--- src/rtl/ex_mem_stage_if.sv ---
// rtl/ex_mem_stage_if.sv - EX->MEM stage handshake and payload bundle
interface ex_mem_stage_if #(
   parameter int unsigned DATA_W  = 32,
   parameter int unsigned AOP_W   = 8,
   parameter int unsigned RADDR_W = 5
);
   logic               flush_i;
   logic               valid_EX_i;
   logic               ready_EX_o;
   logic [AOP_W-1:0]   aluop_EX_i;
   logic               wreg_EX_i;
   logic [RADDR_W-1:0] waddr_EX_i;
   logic [DATA_W-1:0]  alurslt_EX_i;
   logic [DATA_W-1:0]  storedata_EX_i;
   logic               valid_MEM_o;
   logic               ready_MEM_i;
   logic [AOP_W-1:0]   aluop_MEM_o;
   logic               wreg_MEM_o;
   logic [RADDR_W-1:0] waddr_MEM_o;
   logic [DATA_W-1:0]  alurslt_MEM_o;
   logic [DATA_W-1:0]  storedata_MEM_o;
   logic [1:0]         count_o;

   // Pipeline control side: drives EX beats, flush and MEM ready
   modport master (
      output flush_i, valid_EX_i, aluop_EX_i, wreg_EX_i, waddr_EX_i,
             alurslt_EX_i, storedata_EX_i, ready_MEM_i,
      input  ready_EX_o, valid_MEM_o, aluop_MEM_o, wreg_MEM_o, waddr_MEM_o,
             alurslt_MEM_o, storedata_MEM_o, count_o
   );

   // Stage side
   modport slave (
      input  flush_i, valid_EX_i, aluop_EX_i, wreg_EX_i, waddr_EX_i,
             alurslt_EX_i, storedata_EX_i, ready_MEM_i,
      output ready_EX_o, valid_MEM_o, aluop_MEM_o, wreg_MEM_o, waddr_MEM_o,
             alurslt_MEM_o, storedata_MEM_o, count_o
   );
endinterface

--- src/rtl/ex_mem_stage.sv ---
// rtl/ex_mem_stage.sv - EX->MEM pipeline register with handshake, flush and optional skid entry
module ex_mem_stage #(
   parameter int unsigned DATA_W  = 32,
   parameter int unsigned AOP_W   = 8,
   parameter int unsigned RADDR_W = 5,
   parameter int unsigned NOP_OP  = 0,
   parameter int unsigned SKID    = 1
) (
   input logic           dclk,
   input logic           rst,
   ex_mem_stage_if.slave bus
);
   localparam int unsigned ENT_W = AOP_W + 1 + RADDR_W + 2 * DATA_W;

   // Encoding equals the number of held entries so count_o comes straight from the state flops
   typedef enum logic [1:0] {
      ST_EMPTY = 2'd0,
      ST_ONE   = 2'd1,
      ST_FULL  = 2'd2
   } state_t;

   state_t           state;
   logic             m_valid;
   logic [ENT_W-1:0] m_q;
   logic [ENT_W-1:0] s_q;
   logic [ENT_W-1:0] in_ent;
   logic [ENT_W-1:0] bubble;
   logic             ready;
   logic             in_xfer;
   logic             out_xfer;

   assign in_ent = {bus.aluop_EX_i, bus.wreg_EX_i, bus.waddr_EX_i,
                    bus.alurslt_EX_i, bus.storedata_EX_i};
   assign bubble = {AOP_W'(NOP_OP), {(ENT_W - AOP_W){1'b0}}};

   // Skid mode: ready depends only on whether S is occupied, so it is a flop output.
   // Single-register mode: MEM ready passes straight through to keep full throughput.
   assign ready    = (SKID != 0) ? (state != ST_FULL) : (!m_valid | bus.ready_MEM_i);
   assign in_xfer  = bus.valid_EX_i & ready;
   assign out_xfer = m_valid & bus.ready_MEM_i;

   // Entry bookkeeping; bubbles are written into M so outputs need no muxing
   always_ff @(posedge dclk) begin
      if (rst || bus.flush_i) begin
         state   <= ST_EMPTY;
         m_valid <= 1'b0;
         m_q     <= bubble;
         s_q     <= '0;
      end else if (SKID != 0) begin
         case (state)
            ST_EMPTY: begin
               if (in_xfer) begin
                  state   <= ST_ONE;
                  m_valid <= 1'b1;
                  m_q     <= in_ent;
               end
            end
            ST_ONE: begin
               if (in_xfer && out_xfer) begin
                  m_q <= in_ent;
               end else if (in_xfer) begin
                  s_q   <= in_ent;
                  state <= ST_FULL;
               end else if (out_xfer) begin
                  m_q     <= bubble;
                  m_valid <= 1'b0;
                  state   <= ST_EMPTY;
               end
            end
            ST_FULL: begin
               // S always drains into M; it never bypasses the head
               if (out_xfer) begin
                  m_q   <= s_q;
                  s_q   <= '0;
                  state <= ST_ONE;
               end
            end
            default: begin
               state   <= ST_EMPTY;
               m_valid <= 1'b0;
               m_q     <= bubble;
               s_q     <= '0;
            end
         endcase
      end else begin
         if (in_xfer) begin
            m_q     <= in_ent;
            m_valid <= 1'b1;
            state   <= ST_ONE;
         end else if (out_xfer) begin
            m_q     <= bubble;
            m_valid <= 1'b0;
            state   <= ST_EMPTY;
         end
      end
   end

   assign bus.ready_EX_o  = ready;
   assign bus.valid_MEM_o = m_valid;
   assign bus.count_o     = state;
   assign {bus.aluop_MEM_o, bus.wreg_MEM_o, bus.waddr_MEM_o,
           bus.alurslt_MEM_o, bus.storedata_MEM_o} = m_q;
endmodule
--- src/flat_wrapper.sv ---
// flat-port wrapper written by rule: the top's interface ports become plain ports
module ex_mem_stage_flat 
#(
   parameter int unsigned DATA_W  = 32,
   parameter int unsigned AOP_W   = 8,
   parameter int unsigned RADDR_W = 5,
   parameter int unsigned NOP_OP  = 0,
   parameter int unsigned SKID    = 1
)
  (dclk, rst, bus_flush_i, bus_valid_EX_i, bus_aluop_EX_i, bus_wreg_EX_i, bus_waddr_EX_i, bus_alurslt_EX_i, bus_storedata_EX_i, bus_ready_MEM_i, bus_ready_EX_o, bus_valid_MEM_o, bus_aluop_MEM_o, bus_wreg_MEM_o, bus_waddr_MEM_o, bus_alurslt_MEM_o, bus_storedata_MEM_o, bus_count_o);
  ex_mem_stage_if #(.DATA_W(DATA_W), .AOP_W(AOP_W), .RADDR_W(RADDR_W)) bus_i ();
  input logic dclk;
  input logic rst;
  input wire logic [$bits(bus_i.flush_i)-1:0] bus_flush_i;
  input wire logic [$bits(bus_i.valid_EX_i)-1:0] bus_valid_EX_i;
  input wire logic [$bits(bus_i.aluop_EX_i)-1:0] bus_aluop_EX_i;
  input wire logic [$bits(bus_i.wreg_EX_i)-1:0] bus_wreg_EX_i;
  input wire logic [$bits(bus_i.waddr_EX_i)-1:0] bus_waddr_EX_i;
  input wire logic [$bits(bus_i.alurslt_EX_i)-1:0] bus_alurslt_EX_i;
  input wire logic [$bits(bus_i.storedata_EX_i)-1:0] bus_storedata_EX_i;
  input wire logic [$bits(bus_i.ready_MEM_i)-1:0] bus_ready_MEM_i;
  output wire logic [$bits(bus_i.ready_EX_o)-1:0] bus_ready_EX_o;
  output wire logic [$bits(bus_i.valid_MEM_o)-1:0] bus_valid_MEM_o;
  output wire logic [$bits(bus_i.aluop_MEM_o)-1:0] bus_aluop_MEM_o;
  output wire logic [$bits(bus_i.wreg_MEM_o)-1:0] bus_wreg_MEM_o;
  output wire logic [$bits(bus_i.waddr_MEM_o)-1:0] bus_waddr_MEM_o;
  output wire logic [$bits(bus_i.alurslt_MEM_o)-1:0] bus_alurslt_MEM_o;
  output wire logic [$bits(bus_i.storedata_MEM_o)-1:0] bus_storedata_MEM_o;
  output wire logic [$bits(bus_i.count_o)-1:0] bus_count_o;
  assign bus_i.flush_i = bus_flush_i;
  assign bus_i.valid_EX_i = bus_valid_EX_i;
  assign bus_i.aluop_EX_i = bus_aluop_EX_i;
  assign bus_i.wreg_EX_i = bus_wreg_EX_i;
  assign bus_i.waddr_EX_i = bus_waddr_EX_i;
  assign bus_i.alurslt_EX_i = bus_alurslt_EX_i;
  assign bus_i.storedata_EX_i = bus_storedata_EX_i;
  assign bus_i.ready_MEM_i = bus_ready_MEM_i;
  assign bus_ready_EX_o = bus_i.ready_EX_o;
  assign bus_valid_MEM_o = bus_i.valid_MEM_o;
  assign bus_aluop_MEM_o = bus_i.aluop_MEM_o;
  assign bus_wreg_MEM_o = bus_i.wreg_MEM_o;
  assign bus_waddr_MEM_o = bus_i.waddr_MEM_o;
  assign bus_alurslt_MEM_o = bus_i.alurslt_MEM_o;
  assign bus_storedata_MEM_o = bus_i.storedata_MEM_o;
  assign bus_count_o = bus_i.count_o;
  ex_mem_stage #(.DATA_W(DATA_W), .AOP_W(AOP_W), .RADDR_W(RADDR_W), .NOP_OP(NOP_OP), .SKID(SKID)) u_core (.dclk(dclk), .rst(rst), .bus(bus_i));
endmodule
--- config.mk ---
export PLATFORM = sky130hd
export DESIGN_NAME = ex_mem_stage_flat
export DESIGN_NICKNAME = d
export VERILOG_FILES = /design/src/rtl/ex_mem_stage_if.sv /design/src/rtl/ex_mem_stage.sv /design/src/flat_wrapper.sv
export SDC_FILE = /design/constraint.sdc
export NUM_CORES = 1
export LEC_CHECK = 0
export ABC_CLOCK_PERIOD_IN_PS = 2100
export CAP_MARGIN = 20
export CORE_MARGIN = 3
export CORE_UTILIZATION = 52
export DETAILED_ROUTE_END_ITERATION = 16
export PLACE_DENSITY = 0.9
export SETUP_SLACK_MARGIN = 0.5
export SLEW_MARGIN = 10
export SYNTH_ARGS = -nofsm -noshare
export SYNTH_HDL_FRONTEND = slang
export SYNTH_SLANG_ARGS = --single-unit
--- constraint.sdc ---
create_clock -name dclk -period 2.1 [get_ports dclk]
set_clock_uncertainty 0.2 [all_clocks]
set_input_delay 0.42 -clock dclk [delete_from_list [all_inputs] [get_ports dclk]]
set_output_delay 0.42 -clock dclk [all_outputs]
set_load 0.01 [all_outputs]
==> results.py, run 1 <==
metrics = {
    "critical_path": {
        "crit_chain": "buf_6 -> buf_12 -> buf_6 -> a211oi_4 -> buf_6 -> buf_8 -> buf_16 -> o21ai_1 -> a21oi_1",
        "crit_required_ps": 2250,
        "slowest_stage": "dfxtp_4",
        "cpPeakStageDelay_ps": 340,
        "cp-start-kind": "flop",
        "cp_common_cell": "buf_6",
        "cp_data_arrival_time_ps": 2170,
        "critical_path_buf_inv_count": 6,
        "worstSetupPathType": "reg2reg",
        "cp_max_fo": 8,
        "reg2regPathDepth": 9,
        "cpLargestDelayFamily": "buffers and inverters",
        "cp.depth": 9,
        "cp-end-kind": "flop",
    },
    "clocking": {
        "cts_sinks": 159,
        "path_clk_slew_ps": 70,
        "htreeDepth": 4,
        "worstSkewPairLatency_ps": 440,
        "cts_tree": "built",
        "cts_buffers": 17,
        "cts_root_buffer": "clkbuf_16",
        "clk_path_buf_depth": 2,
        "ctsHoldBuffers": 0,
    },
    "timing": {
        "relSlewSlack_pct": 66.5,
        "finalWorstSetupSlack_ps": 84.9,
        "setup_violations": 0,
        "fmax_ghz": 0.496,
        "rsz0062_at_grt": "yes",
        "timing.final.crit_share_pct": 96.0,
        "tightest_slew_ps": 503,
        "hold_ws_ps": 252,
        "slew_violations": 0,
        "finalCriticalPeriod_ps": 2020,
        "hold_viol": 0,
    },
    "run_status": {
        "outcome": "completed",
    },
    "synthesis": {
        "syn_area_per_cell_um2": 8.82,
        "yosysSeqAreaShare_pct": 40.2,
        "syn_nets": 981,
        "synthDominantCellAreaShare_pct": 40.2,
        "synth-seq-cells": 159,
        "synthFlopType": "dfxtp_1",
        "ys_warn_count": 0,
        "ys_types": 32,
        "synth_edf_count": 0,
        "syn_inst": 898,
        "synth_commonest_cells": "159 x dfxtp_1, 156 x mux2i_1, 80 x a21oi_1, 80 x nand2_1, 80 x nor2_1",
        "yosysMostFrequentCell": "dfxtp_1",
        "synthArstFlopShare_pct": 0,
        "ys_top_cells_by_area": "dfxtp_1 40%, mux2i_1 20%, o2bb2ai_1 8.6%",
        "syn_area_um2": 7920,
        "synth_area_leader_cell": "dfxtp_1",
    },
    "placement": {
        "portBuffers": 164,
        "gp_congestion": 0.796,
        "placed_cells": 1194,
        "post-place-ws_ps": -242,
        "place_area_um2": 9860,
        "dpl.hpwl_mm": 13.6,
    },
    "route": {
        "drc": 0,
        "routed_via_density": 6.36,
        "drt_iter0_drc": 818,
        "routed_wl_mm": 29.9,
        "first_pass_iters": 8,
        "routedWlPerCell_um": 23.2,
        "antenna_left": 0,
        "num_vias": 8210,
    },
    "cells_and_area": {
        "final_area_um2": 11600,
        "nets": 1175,
        "finalNonFillerCells": 1290,
        "syn2layout_area_growth_pct": 46.9,
        "drive_gt1_share_pct": 30.0,
        "fin_util_pct": 79.2,
        "n_fill_cell": 803,
    },
    "pwr": {
        "leakage_nw": 4.24,
        "powerDensity_nw_per_um2": 647,
        "vdd_drop_max_uv": 629,
    },
    "worst_hold_path": {
        "min_path_cells": 2,
        "hp-class": "reg2reg",
    },
    "global_route": {
        "grt_pass1_vias": 7399,
        "busiest_layer": "met2",
        "grtUsageMet1_pct": 35.6,
        "grt_max_degree": 46,
        "antenna_found_initial": 1,
        "grt.overflow.total": 0,
        "grt_pass1_wl_mm": 38.5,
        "met3_usage_pct": 6.64,
        "groute.usage.overall_pct": 28.9,
        "grtUsageMet2_pct": 49.4,
    },
    "die": {
        "die_area_um2": 16700,
        "initial_utilization_pct": 53.9,
        "coreArea_um2": 14700,
        "die_height_um": 129,
        "rows": 44,
        "io_pins": 165,
        "dieWidth_um": 129,
    },
    "flow_run": {
        "drv_cap": 0,
    },
}
## routing by layer
layer  wire, um  part of all wire (%)
met3       2570                   8.6
met2      14600                    49
met1      11400                    38
met4       1370                   4.6
met5          0                     0
## state kept, by name, indices dropped and copies added (netlist names)
signal,flops
u_core.bus.count_o,2
u_core.bus.valid_MEM_o,1
u_core.m_q,78
u_core.s_q,78
## cell type report
| class | count | area, um^2 | share of cell area, % |
|---|---|---|---|
| Timing Repair Buffer | 262 | 2910 | 25.0 |
| Tap cell | 184 | 230 | 1.98 |
| Multi-Input combinational cell | 650 | 4690 | 40.3 |
| Sequential cell | 159 | 3230 | 27.7 |
| Inverter | 2 | 7.51 | 0.0645 |
| Clock inverter | 8 | 52.6 | 0.452 |
| Clock buffer | 24 | 513 | 4.41 |
| Antenna cell | 1 | 2.50 | 0.0215 |
## power by group
part           total (mW)  internal, mW  switching, mW
Combinational        1.40         0.698          0.705
Clock                3.02          1.71           1.31
Sequential           3.11          3.07         0.0394
## logic make-up after synthesis
group | synth area share [%]
flip-flops | 40.2
multiplexers | 19.7
AO/OA/AOI/OAI | 19.4
AND/OR/NAND/NOR | 15.1
buffers and inverters | 5.56
## worst reg2reg max path, delay by kind of cell, from the launching register on
family,cells,cell delay (ps)
AOI/OAI and AO/OA,3,560
buffers and inverters,6,830
DFF,1,340
## repair_timing
| item | in CTS | in global routing |
|---|---|---|
| gates resized for setup | 381 | 171 |
| gates cloned | 9 | 21 |
| setup buffers | 25 | 8 |
| pin swaps | 9 | 84 |
| endpoints found under the setup margin | 238 | 169 |
## stage by stage
| stage | TNS [ps] | power (mW) |
|---|---|---|
| after floorplan | 0 | 3.69 |
| after global placement | -16280 | 4.14 |
| after detailed placement | -25860 | 4.15 |
| after CTS | 0 | 7.20 |
| after global routing | 0 | 7.72 |
| final | 0 | 7.53 |
## worst paths after layout
check                                                         from                          end  slack, ps
worst min register to register         u_core.m_q[53]$_SDFFE_PP0P_  u_core.m_q[53]$_SDFFE_PP0P_        250
worst max-delay path            u_core.bus.count_o[0]$_SDFFE_PP0P_  u_core.m_q[35]$_SDFFE_PP0P_         80
worst min-delay path                   u_core.m_q[53]$_SDFFE_PP0P_  u_core.m_q[53]$_SDFFE_PP0P_        250
worst max register to register  u_core.bus.count_o[0]$_SDFFE_PP0P_  u_core.m_q[35]$_SDFFE_PP0P_         80
## cells in the final DEF, fill, tap and decap left out, types with 8 or more instances in the layout
cell type / count
nor2_1: 80
buf_16: 8
clkbuf_16: 35
dfxtp_1: 131
mux2i_1: 151
o21ai_0: 26
o2bb2ai_1: 78
buf_2: 78
nand2_1: 64
and2_1: 78
nand2_2: 11
buf_12: 29
a21oi_1: 56
buf_4: 27
buf_6: 16
clkdlybuf4s50_1: 80
a21oi_2: 24
o21ai_2: 32
dfxtp_2: 25
o21ai_1: 16
Note: power is estimated with default switching activity, not from simulation.
==> inputs of run 2 (changes only) <==
--- a/config.mk
+++ b/config.mk
@@ -7,8 +7,10 @@
 export LEC_CHECK = 0
 export ABC_CLOCK_PERIOD_IN_PS = 2100
 export CAP_MARGIN = 20
+export CORE_ASPECT_RATIO = 0.9
 export CORE_MARGIN = 3
 export CORE_UTILIZATION = 52
+export CTS_CLUSTER_DIAMETER = 50
 export DETAILED_ROUTE_END_ITERATION = 16
 export PLACE_DENSITY = 0.9
 export SETUP_SLACK_MARGIN = 0.5
==> run 2 against run 1 <==
  * Design area grew 4.0%
  * Clock-buffer cell count shrank 2
  * Core utilization grew 2.5 points
  * Via count grew 1.8%
  * Non-clock buffer count grew 3
  * Largest power group is now clock
  * Setup slack gained 5.4 ps
  * Die area is essentially flat
==> results.py, run 2 (same netlist as run 1, synthesis figures left out) <==
metrics = {
    "cells_and_area": {
        "final_cell_mix": "154 x mux2i_1, 141 x dfxtp_1, 80 x nor2_1, 80 x clkdlybuf4s50_1, 79 x buf_2",
        "final_common_cell": "mux2i_1",
        "drive_gt1_share_pct": 36.9,
        "syn2layout_area_growth_pct": 52.8,
        "nets": 1180,
        "finalNonFillerCells": 1308,
        "fin_util_pct": 81.7,
    },
    "clocking": {
        "cts_sinks": 159,
        "ctsHoldBuffers": 0,
        "worstSkewPairLatency_ps": 440,
        "clk_path_buf_depth": 2,
        "cts_buffers": 17,
        "path_clk_slew_ps": 70,
        "htreeDepth": 4,
        "cts_tree": "built",
        "cts_root_buffer": "clkbuf_16",
    },
    "timing": {
        "rsz0062_at_grt": "yes",
        "finalCriticalPeriod_ps": 2010,
        "slew_violations": 0,
        "hold_viol": 0,
        "relSlewSlack_pct": 69.4,
        "setup_violations": 0,
        "finalWorstSetupSlack_ps": 90.4,
        "tightest_slew_ps": 458,
        "fmax_ghz": 0.498,
        "timing.final.crit_share_pct": 95.7,
    },
    "route": {
        "num_vias": 8358,
        "routed_via_density": 6.39,
        "antenna_left": 0,
        "first_pass_iters": 6,
        "routed_wl_mm": 32.2,
        "drt_iter0_drc": 995,
        "drc": 0,
        "routedWlPerCell_um": 24.6,
    },
    "placement": {
        "placed_cells": 1206,
        "gp_congestion": 0.816,
        "post-place-ws_ps": -273,
        "dpl.hpwl_mm": 13.7,
        "portBuffers": 164,
    },
    "critical_path": {
        "cp-end-kind": "flop",
        "worstSetupPathType": "reg2reg",
        "crit_required_ps": 2250,
        "cp-start-kind": "flop",
        "cp_data_arrival_time_ps": 2160,
        "cp_max_fo": 8,
    },
    "global_route": {
        "groute.usage.overall_pct": 32.1,
        "grt_max_degree": 71,
        "grt_pass1_wl_mm": 41.8,
        "antenna_found_initial": 2,
        "grt_pass1_vias": 7718,
        "grt.overflow.total": 0,
    },
    "pwr": {
        "vdd_drop_max_uv": 627,
        "p_total_mw": 8.09,
        "powerDensity_nw_per_um2": 668,
        "leakage_nw": 4.46,
    },
    "run_status": {
        "outcome": "completed",
    },
    "die": {
        "io_pins": 165,
        "initial_utilization_pct": 53.4,
        "die_area_um2": 16800,
        "die_height_um": 123,
        "dieWidth_um": 136,
        "coreArea_um2": 14800,
        "rows": 42,
    },
    "flow_run": {
        "drv_cap": 0,
    },
    "worst_hold_path": {
        "hp-class": "reg2reg",
    },
}
==> run 2: changes by cell type in the layout (fill, tap and decap cells not counted), sizes merged <==
cell | previous run | this run
clkbuf | 41 | 31
buf | 162 | 173
dlymetal6s2s | 1 | 0
clkinvlp | 2 | 3
dlygate4sd2 | 1 | 2
clkinv | 5 | 1
o22a | 1 | 2
and2b | 1 | 2
bufinv | 0 | 4
==> run 2: critical path, stage by stage, from the launching register on <==
cell	delay (ps)
dfxtp_4	380
and2_4	200
a211oi_4	370
buf_6	180
buf_12	110
buf_16	130
o21ai_0	110
a21oi_1	220
==> run 2: report_power, final <==
group | switching (mW) | internal [mW] | total, mW | leakage, nW
registers | 0.0375 | 3.07 | 3.11 | 1.30
logic | 0.788 | 0.756 | 1.54 | 2.85
clock network | 1.29 | 2.14 | 3.43 | 0.311
==> run 2: through the flow <==
| stage | TNS [ps] | area, um^2 | hold WS, ps |
|---|---|---|---|
| after CTS | 0 | 11300 | 261 |
| final | 0 | 12100 | 258 |
| after global placement | -23340 | 9840 | 258 |
| after detailed placement | -29180 | 9840 | 265 |
| after floorplan | 0 | 7970 | 260 |
| after global routing | 0 | 12100 | 283 |
==> run 2: layer usage <==
| layer | up-vias | share of wire [%] | track usage, % |
|---|---|---|---|
| met4 | 2 | 5.5 | 14.4 |
| met3 | 164 | 9.4 | 8.22 |
| li1 | 3577 | - | - |
| met1 | 4032 | 38 | 40.2 |
| met5 | - | 0.037 | 0 |
| met2 | 583 | 47 | 52.4 |
==> run 2: final timing paths <==
kind,from,to,slack [ps],cells past startpoint
min,u_core.m_q[48]$_SDFFE_PP0P_,u_core.m_q[48]$_SDFFE_PP0P_,260,2
max,u_core.bus.valid_MEM_o$_SDFFE_PP0P_,u_core.m_q[49]$_SDFFE_PP0P_,90,7
min reg2reg,u_core.m_q[48]$_SDFFE_PP0P_,u_core.m_q[48]$_SDFFE_PP0P_,260,2
max reg2reg,u_core.bus.valid_MEM_o$_SDFFE_PP0P_,u_core.m_q[49]$_SDFFE_PP0P_,90,7
==> run 2: layout make-up <==
| class | instances | area [um^2] |
|---|---|---|
| flip-flops and latches | 159 | 3210 |
| diodes | 1 | 2.50 |
| well taps | 198 | 248 |
| clock inverters | 9 | 154 |
| clock buffers | 22 | 494 |
| fillers | 788 | 2720 |
| multi-input cells | 652 | 4970 |
| repair buffers | 265 | 3010 |
| inverters | 2 | 7.51 |
==> run 2: what timing repair did <==
action / CTS / global route
resized for setup: 454 / 180
pin swaps: 54 / 67
setup buffers: 28 / 9
setup endpoints to repair: 239 / 162
gates cloned: 21 / 12
